`src/rtl/parity_check.sv`:
```
// UART-RX parity checker: takes DATA_WIDTH data bits LSB first, then one parity bit.
// It reports a parity mismatch on a registered flag that holds until the next frame completes.
module parity_check #(
    parameter int DATA_WIDTH = 8
) (
    input  logic clk_based_on_prescale,
    input  logic rst,
    input  logic parity_type,
    input  logic sampled_data,
    input  logic parity_check_enable,
    output logic parity_error
);

    localparam int CW = $clog2(DATA_WIDTH + 1);
    localparam logic [CW-1:0] PARITY_SLOT = CW'(DATA_WIDTH);

    logic [CW-1:0] cnt_q, cnt_d;
    logic          acc_q, acc_d;
    logic          parity_error_q, parity_error_d;

    always_comb begin
        // NOTE: every signal gets a default before any branch, so no path leaves one unassigned and no latch is inferred.
        cnt_d          = cnt_q;
        acc_d          = acc_q;
        parity_error_d = parity_error_q;

        if (!parity_check_enable) begin
            // An idle bus throws away any partial frame but keeps the last verdict.
            cnt_d = '0;
            acc_d = 1'b0;
        end else if (cnt_q == PARITY_SLOT) begin
            parity_error_d = acc_q ^ sampled_data ^ parity_type;
            cnt_d          = '0;
            acc_d          = 1'b0;
        end else begin
            acc_d = acc_q ^ sampled_data;
            cnt_d = cnt_q + CW'(1);
        end
    end

    // NOTE: state registers use non-blocking assignments, so every flop samples the pre-edge values.
    always_ff @(posedge clk_based_on_prescale or negedge rst) begin
        if (!rst) begin
            cnt_q          <= '0;
            acc_q          <= 1'b0;
            parity_error_q <= 1'b0;
        end else begin
            cnt_q          <= cnt_d;
            acc_q          <= acc_d;
            parity_error_q <= parity_error_d;
        end
    end

    assign parity_error = parity_error_q;

endmodule

```
`config.mk`:
```
export PLATFORM = sky130hd
export DESIGN_NAME = parity_check
export DESIGN_NICKNAME = d
export VERILOG_FILES = /design/src/rtl/parity_check.sv
export SDC_FILE = /design/constraint.sdc
export NUM_CORES = 1
export LEC_CHECK = 0
export BUFFER_PORTS_ARGS = -buffer_cell sky130_fd_sc_hd__clkbuf_2
export CAP_MARGIN = 20
export CORE_AREA = 2 2 39 41
export CTS_BUF_LIST = sky130_fd_sc_hd__clkbuf_8 sky130_fd_sc_hd__clkbuf_16
export DETAILED_ROUTE_END_ITERATION = 8
export DIE_AREA = 0 0 41 43
export GPL_TIMING_DRIVEN = 1
export MAX_ROUTING_LAYER = met4
export PLACE_DENSITY = 0.41
export REMOVE_ABC_BUFFERS = 1
export SYNTH_ARGS = -nofsm -noshare
export SYNTH_HDL_FRONTEND = slang
export SYNTH_SLANG_ARGS = --single-unit
```
`constraint.sdc`:
```
create_clock -name clk_based_on_prescale -period 2.15 [get_ports clk_based_on_prescale]
set_input_delay 0.3225 -clock clk_based_on_prescale [delete_from_list [all_inputs] [get_ports clk_based_on_prescale]]
set_output_delay 0.3225 -clock clk_based_on_prescale [all_outputs]
set_load 0.01 [all_outputs]
```
==> summary.md, run 1 <==
| Metric | Value |
|---|---|
| Initial Util | between 20% and 30% |
| Slew at the pin closest to its max-slew limit | ~0.43 ns |
| Layout area overhead | 33.0% |
| Top cell type's share of synthesized area | 51.5% |
| Synth area leaders | dfrtp_1 52%, ha_1 8.6%, xnor2_1 6.0% |
| Pins Over Slew Limit | 0 |
| Commonest non-fill, non-tap cell in the layout | dfrtp_1 |
| Vias per cell | 4.12 |
| Clock skew | roughly 0.0014 ns |
| Relative slew slack | a little under three quarters |
| Worst R2R Setup Slack | between 0.8 and 0.9 ns |
| PostCTS Resize Cnt | 0 |
| Die height | ~43 µm |
| Detailed placement HPWL | 387 µm |
| Critical path's slowest cell | dfrtp_1 |
| DRT Wirelength | between 500 and 600 µm |
| Total die area | between 0.0015 and 0.002 mm² |
| Post-synthesis sequential area ratio | roughly 50% |
| H-tree levels | 1 |
| Largest net degree at the start of global routing | 7 |
| Number of synthesized register bits | 6 |
| DR iter-0 viols | 1 |
| Worst setup EP type | register |
| Routed len/inst | 10.2 µm |
| Ys Warns | 0 |
| Count of final setup violators | 0 |
| Setup TNS | 0 ns |
| CP arrival | 1.39 ns |
| Max stage delay on crit path | approximately 0.4 ns |
| Fmax | ~770 MHz |
| First-pass GRT wire length | around 900 µm |
| Area of the core | 0.00138 mm² |
| IO buf count | 5 |
| Hold crit path type | in2reg |
| Initial antenna violation count | 0 |
| Gr ovfl total | 0 |
| Max Cap Viol | 0 |
| Status | complete, no violations |
| GPL Wtd Cong | 0.719 |
| CP Data Required Time | roughly 2.2 ns |
| Peak VDD IR | 0.256 mV |
| Site Rows | 14 |
| Postcts setup bufs | 0 |
| CTS sink cnt | 6 |
| Via Count | between 200 and 250 |
| Num ports | 6 |
| Share of layout cells above drive strength 1 | between 20% and 30% |
| CTS root buf | clkbuf_8 |
| Wire length on met2 | 258 µm |
| Worst-path cell chain | inv_1 -> ha_1 -> nand2_1 -> o21ai_0 -> nor2_1 |
| Top sig layer | met3 |
| Area leader, netlist | dfrtp_1 |
| RSZ-0062 raised after global routing | false |
| Synth cell types | 14 |
| Quantity of hold-fixing buffers added after cts | 1 |
| Kind of critical path | reg2reg |
| CTS tree | built |
| Die Wd | about 41 µm |
| Drt pass-1 iters | 4 |
| N_diodes | 0 |
| Met3 wire length | about 28 µm |
| CTS Buf Count | 3 |
| P_leak | 0.181 nW |
| Clock latency on the worst-skew pair | approximately 0.22 ns |
| Final period util | about 61% |
| Vias in the first global route | ~230 |
| # nets final | 45 |
| Gr usage total | 8.61% |
| Most frequent cells in the layout | 6 x dfrtp_1, 5 x clkbuf_2, 3 x o21ai_0, 3 x nor2_1, 3 x clkbuf_8 |
| Residual DRC count | 0 |
| Worst setup SP type | register |
| Reg clk slew, reported paths | 0.04 ns |
| WP buf/inv | 1 |
| Final Critical Period | around 1.3 ns |
| Area after DPL | 337 µm² |
| Post-Syn Area | 292 µm² |
| Family with the most delay on the worst path | flip-flops |
| Synthesized instance count | 27 |
| Hold Violations, Final | 0 |
| Power Dens Cells | between 800 and 900 mW/mm² |
| Antenna Nets Post-Route | 0 |
| Syn_area_per_cell | 10.8 µm² |
| Final Cell Area | around 390 µm² |
| Worst-path fanout max | 5 |
| Bufs on Longest Clock Path | 2 |
| Metal-1 WL | between 200 and 250 µm |
## where the power goes
| part | internal, W | switching [W] |
|---|---|---|
| combinational | 0.0000153 | 0.0000150 |
| sequential | 0.000121 | 0.00000651 |
| clock | 0.000120 | 0.0000470 |
| total | 0.000256 | 0.0000685 |
## path summary, 6_finish.rpt
kind	to	cells after the start	from
worst min-delay path	cnt_q[1]	2	parity_check_enable
max in group asynchronous	cnt_q[0]	2	rst
worst min register to register	parity_error	2	parity_error
worst max register to register	cnt_q[2]	5	cnt_q[0]
worst max-delay path	cnt_q[2]	5	cnt_q[0]
min in group asynchronous	cnt_q[1]	2	rst
## cell type report
class	count	area [µm²]
clock buffer	3	41.3
fill	145	996
inverter	2	7.51
multi-input combinational	19	134
sequential	6	150
tap	16	20.0
timing repair buffer	6	35.0
## flip-flops by register name (all words and copies together), names as in the netlist
signal / cells
parity_error: 1
cnt_q: 4
acc_q: 1
## layer usage
metal | up-vias | GRT usage (%)
met2 | 5 | 11.9
met4 | 0 | 6.00
met1 | 101 | 7.92
li1 | 108 | -
met5 | - | -
met3 | 0 | 6.28
## per-stage QoR
stage / worst slack (ns) / hold WS [ns] / power, W / instances / utilization [%]
floorplan: 0.991 / 0.0269 / 0.000145 / 27 / -
global placement: 0.899 / 0.160 / 0.000156 / 48 / 24.3
detailed placement: 0.842 / 0.161 / 0.000158 / 48 / 24.3
CTS: 0.831 / 0.378 / 0.000330 / 52 / 28.0
global route: 0.707 / 0.377 / 0.000349 / 52 / 28.0
finish: 0.847 / 0.379 / 0.000325 / 52 / 28.0
## cell families (layout without fill, tap and decap cells)
group	after synthesis	in the layout	synth area share, %
AND/OR/NAND/NOR	9	9	18.0
adder cells (fa/ha/maj)	2	2	8.58
buffers and inverters	2	11	2.58
AO/OA/AOI/OAI	5	5	10.3
XOR/XNOR	3	3	9.01
flip-flops	6	6	51.5
## cell usage after synthesis
library cell,count
xor2_1,1
a21boi_1,1
nand2_1,2
inv_1,2
or3b_1,1
ha_1,2
nor2_1,3
xnor2_1,2
and2_1,1
nand4b_1,1
a21boi_0,1
and3b_2,1
o21ai_0,3
dfrtp_1,6
## worst reg2reg max path, stage by stage, from the launching register on
cell and delay, ns:
dfrtp_1 0.41, inv_1 0.08, ha_1 0.18, nand2_1 0.06
o21ai_0 0.36, nor2_1 0.09
Power figures use the tool's default switching activity.
==> run 2, diff against run 1 <==
--- a/config.mk
+++ b/config.mk
@@ -5,6 +5,7 @@
 export SDC_FILE = /design/constraint.sdc
 export NUM_CORES = 1
 export LEC_CHECK = 0
+export ABC_AREA = 1
 export BUFFER_PORTS_ARGS = -buffer_cell sky130_fd_sc_hd__clkbuf_2
 export CAP_MARGIN = 20
 export CORE_AREA = 2 2 39 41
@@ -13,7 +14,7 @@
 export DIE_AREA = 0 0 41 43
 export GPL_TIMING_DRIVEN = 1
 export MAX_ROUTING_LAYER = met4
-export PLACE_DENSITY = 0.41
+export PLACE_DENSITY = 0.43
 export REMOVE_ABC_BUFFERS = 1
 export SYNTH_ARGS = -nofsm -noshare
 export SYNTH_HDL_FRONTEND = slang
==> constraint.sdc (replaced) <==
create_clock -name clk_based_on_prescale -period 1.1 [get_ports clk_based_on_prescale]
set_input_delay 0.165 -clock clk_based_on_prescale [delete_from_list [all_inputs] [get_ports clk_based_on_prescale]]
set_output_delay 0.165 -clock clk_based_on_prescale [all_outputs]
set_load 0.01 [all_outputs]
==> run 2 against run 1 <==
Compared with the run above:
- via count rose by 19%
- fmax rose by 28%
- non-clock buffer count did not move
- first-iteration DRC count rose to 7.0 times the previous value
- critical path type unchanged
==> summary.md, run 2 <==
| Metric | Value |
|---|---|
| IO buf count | 5 (unchanged) |
| Bufs on Longest Clock Path | 2 (unchanged) |
| Commonest non-fill, non-tap cell in the layout | inv_1 |
| N_diodes | 0 (unchanged) |
| GPL Wtd Cong | 0.705 (-2.0%) |
| Synth area leaders | dfrtp_1 49%, inv_1 9.8%, ha_1 8.2% |
| Total die area | 0.00176 mm² (unchanged) |
| Clock skew | 0.00200 ns (+0.000578 ns) |
| Gr usage total | 9.83% (+1.2 points) |
| Relative slew slack | 89.5% (+18 points) |
| Die Wd | 41 µm (unchanged) |
| RSZ-0062 raised after global routing | false |
| Synth cell types | 12 (-2) |
| Top cell type's share of synthesized area | 49.0% (-2.5 points) |
| FF-to-FF path depth | 6 (+1) |
| Worst setup SP type | register |
| Ys Warns | 0 (unchanged) |
| Detailed placement HPWL | 403 µm (+4.2%) |
| Area of the core | 0.00138 mm² (unchanged) |
| Routed len/inst | 8.82 µm (-13%) |
| Most common cell in the synthesized netlist | inv_1 |
| CP arrival | 1.18 ns (-0.21 ns) |
| Power Dens Cells | 1570 mW/mm² (+87%) |
| Area leader, netlist | dfrtp_1 |
| Site Rows | 14 (unchanged) |
| Max Cap Viol | 0 (unchanged) |
| Worst hold path startpoint | parity_check_enable |
| CTS tree | built |
| Main flop type after synthesis | dfrtp_1 |
| CTS sink cnt | 6 (unchanged) |
| Worst-path fanout max | 4 (-1) |
| Top cells by count, synth | 8 x inv_1, 6 x dfrtp_1, 6 x nand2_1 |
| Reg clk slew, reported paths | 0.04 ns (about the same) |
| Drt pass-1 iters | 3 (-1) |
| Ys async rst share | 100% (unchanged) |
| DR iter-0 viols | 7 (+6) |
| CTS root buf | clkbuf_8 |
| Num ports | 6 (unchanged) |
| Final Critical Period | 1.02 ns (-0.285 ns) |
| Gr ovfl total | 0 (unchanged) |
| Worst R2R End | parity_error |
| Slew at the pin closest to its max-slew limit | 0.157 ns (-0.272 ns) |
| Filler Cell Count | 153 (+5.5%) |
| Die height | 43 µm (unchanged) |
| Number of synthesized register bits | 6 (unchanged) |
| Residual DRC count | 0 (unchanged) |
| Count of final setup violators | 0 (unchanged) |
| RR Startpoint | cnt_q[0] |
| Postcts setup bufs | 0 (unchanged) |
| Initial antenna violation count | 0 (unchanged) |
| Vias in the first global route | 244 (+8.4%) |
| Fmax | 982 MHz (+28%) |
| Post-Syn Area | 307 µm² (+5.2%) |
| Hold EP | cnt_q[1] |
| Syn_area_per_cell | 8.52 µm² (-21%) |
| CP Data Required Time | 1.26 ns (-0.98 ns) |
| Pins Over Slew Limit | 0 (unchanged) |
| Share of layout cells above drive strength 1 | 22.2% (-2.8 points) |
| Initial Util | 22.2% (+1.1 points) |
| Worst setup EP type | register |
| Hold path cells | 3 (+1) |
| CTS Buf Count | 3 (unchanged) |
| Setup TNS | 0 ns (unchanged) |
| Kind of critical path | reg2reg |
| Max reg flops | 4 (unchanged) |
| Status | complete, no violations |
| Peak VDD IR | 0.655 mV (+160%) |
| Layout area overhead | 31.4% |
| Hold WS | 0.176 ns (-0.203 ns) |
| Hold crit path type | in2reg |
| DRT Wirelength | 538 µm (+1.5%) |
| Most flop-heavy register | cnt_q |
| P_leak | 0.217 nW (+20%) |
| Largest net degree at the start of global routing | 7 (unchanged) |
| Synthesized instance count | 36 (+33%) |
| Post-synth EDFFs | 0 (unchanged) |
| H-tree levels | 1 (unchanged) |
| # nets final | 54 (+20%) |
| Clock latency on the worst-skew pair | 0.22 ns (about the same) |
| Antenna Nets Post-Route | 0 (unchanged) |
| Most frequent cells in the layout | 8 x inv_1, 6 x nand2_1, 6 x dfrtp_1, 5 x clkbuf_2 |
| Final period util | 92.5% (+32 points) |
| Vias per cell | 4.16 (+1.2%) |
| Final Util | 29.1% (+1.1 points) |
| Hold Violations, Final | 0 (unchanged) |
| Post-synthesis sequential area ratio | 49.0% (-2.5 points) |
| Worst R2R Setup Slack | 0.08 ns (-0.77 ns) |
| First-pass GRT wire length | 972 µm (+8.4%) |
| Via Count | 254 (+19%) |
==> run 2: cell types whose count changed in the layout (fill, tap and decap cells not counted), sizes merged <==
| cell | change |
|---|---|
| inv | +6 |
| nand2 | +5 |
| nand3 | +5 |
| a21boi | -2 |
| o21ai | -2 |
| a21oi | +1 |
| and2 | -1 |
| and3b | -1 |
| nand4b | -1 |
| nor2 | +1 |
| or3b | -1 |
| xnor2 | -1 |
==> run 2: repair_timing <==
item                                    4_1_cts  5_1_grt
hold buffers                                  1        0
hold endpoints to repair                      6        0
gates resized for setup                       0        1
endpoints found under the setup margin        0        1
==> run 2: stage by stage <==
| step | setup WS (ns) | cell area [µm²] | total power (W) | std cells |
|---|---|---|---|---|
| floorplan | 0.106 | 307 | 0.000282 | 36 |
| global placement | 0.0652 | 352 | 0.000305 | 57 |
| detailed placement | 0.0469 | 352 | 0.000305 | 57 |
| CTS | 0.0431 | 403 | 0.000645 | 61 |
| global route | 0.00615 | 403 | 0.000674 | 61 |
| finish | 0.0820 | 403 | 0.000632 | 61 |
==> run 2: worst max-delay path by stage <==
stage | from | to | slack (ns) | cells past startpoint
floorplan | cnt_q[0] | parity_error | 0.11 | 5
global placement | cnt_q[0] | parity_error | 0.07 | 5
detailed placement | cnt_q[0] | parity_error | 0.05 | 5
CTS | cnt_q[0] | parity_error | 0.04 | 5
global route | cnt_q[0] | parity_error | 0.006 | 6
finish | cnt_q[0] | parity_error | 0.08 | 6
==> run 2: where the power goes <==
part	leakage [nW]	internal, W	total, W	switching (W)
clock	0.0216	0.000235	0.000328	0.0000932
combinational	0.116	0.0000257	0.0000581	0.0000324
sequential	0.0798	0.000235	0.000246	0.0000106
total	0.217	0.000496	0.000632	0.000136
==> run 2: routing by layer <==
metal  global-route usage [%]  vias up  routed length [µm]
met4                     12.0        0                  36
met1                     10.2      111                 240
li1                         -      130                   -
met3                     6.28        5                  51
met5                        -        -                   0
met2                     10.6        8                 210
==> run 2: layout make-up <==
type / count / area (µm²) / area share, %
timing repair buffer: 6 / 35.0 / 8.70
sequential: 6 / 150 / 37.3
clock buffer: 3 / 41.3 / 10.2
multi-input combinational: 22 / 126 / 31.4
tap: 16 / 20.0 / 4.97
inverter: 8 / 30.0 / 7.45
==> run 2: logic make-up after synthesis <==
logic type	count (synthesis)	share of synthesized area [%]
adder cells (fa/ha/maj)	2	8.16
AND/OR/NAND/NOR	16	24.1
flip-flops	6	49.0
XOR/XNOR	2	5.72
AO/OA/AOI/OAI	2	3.26
buffers and inverters	8	9.80
==> run 2: worst max-delay path, cell delays in order (launching register included) <==
cell and delay (ns):
dfrtp_1 0.40, inv_1 0.07, ha_1 0.15, nand3_2 0.10
nor2_1 0.11, nand3_1 0.08, nand2_1 0.06
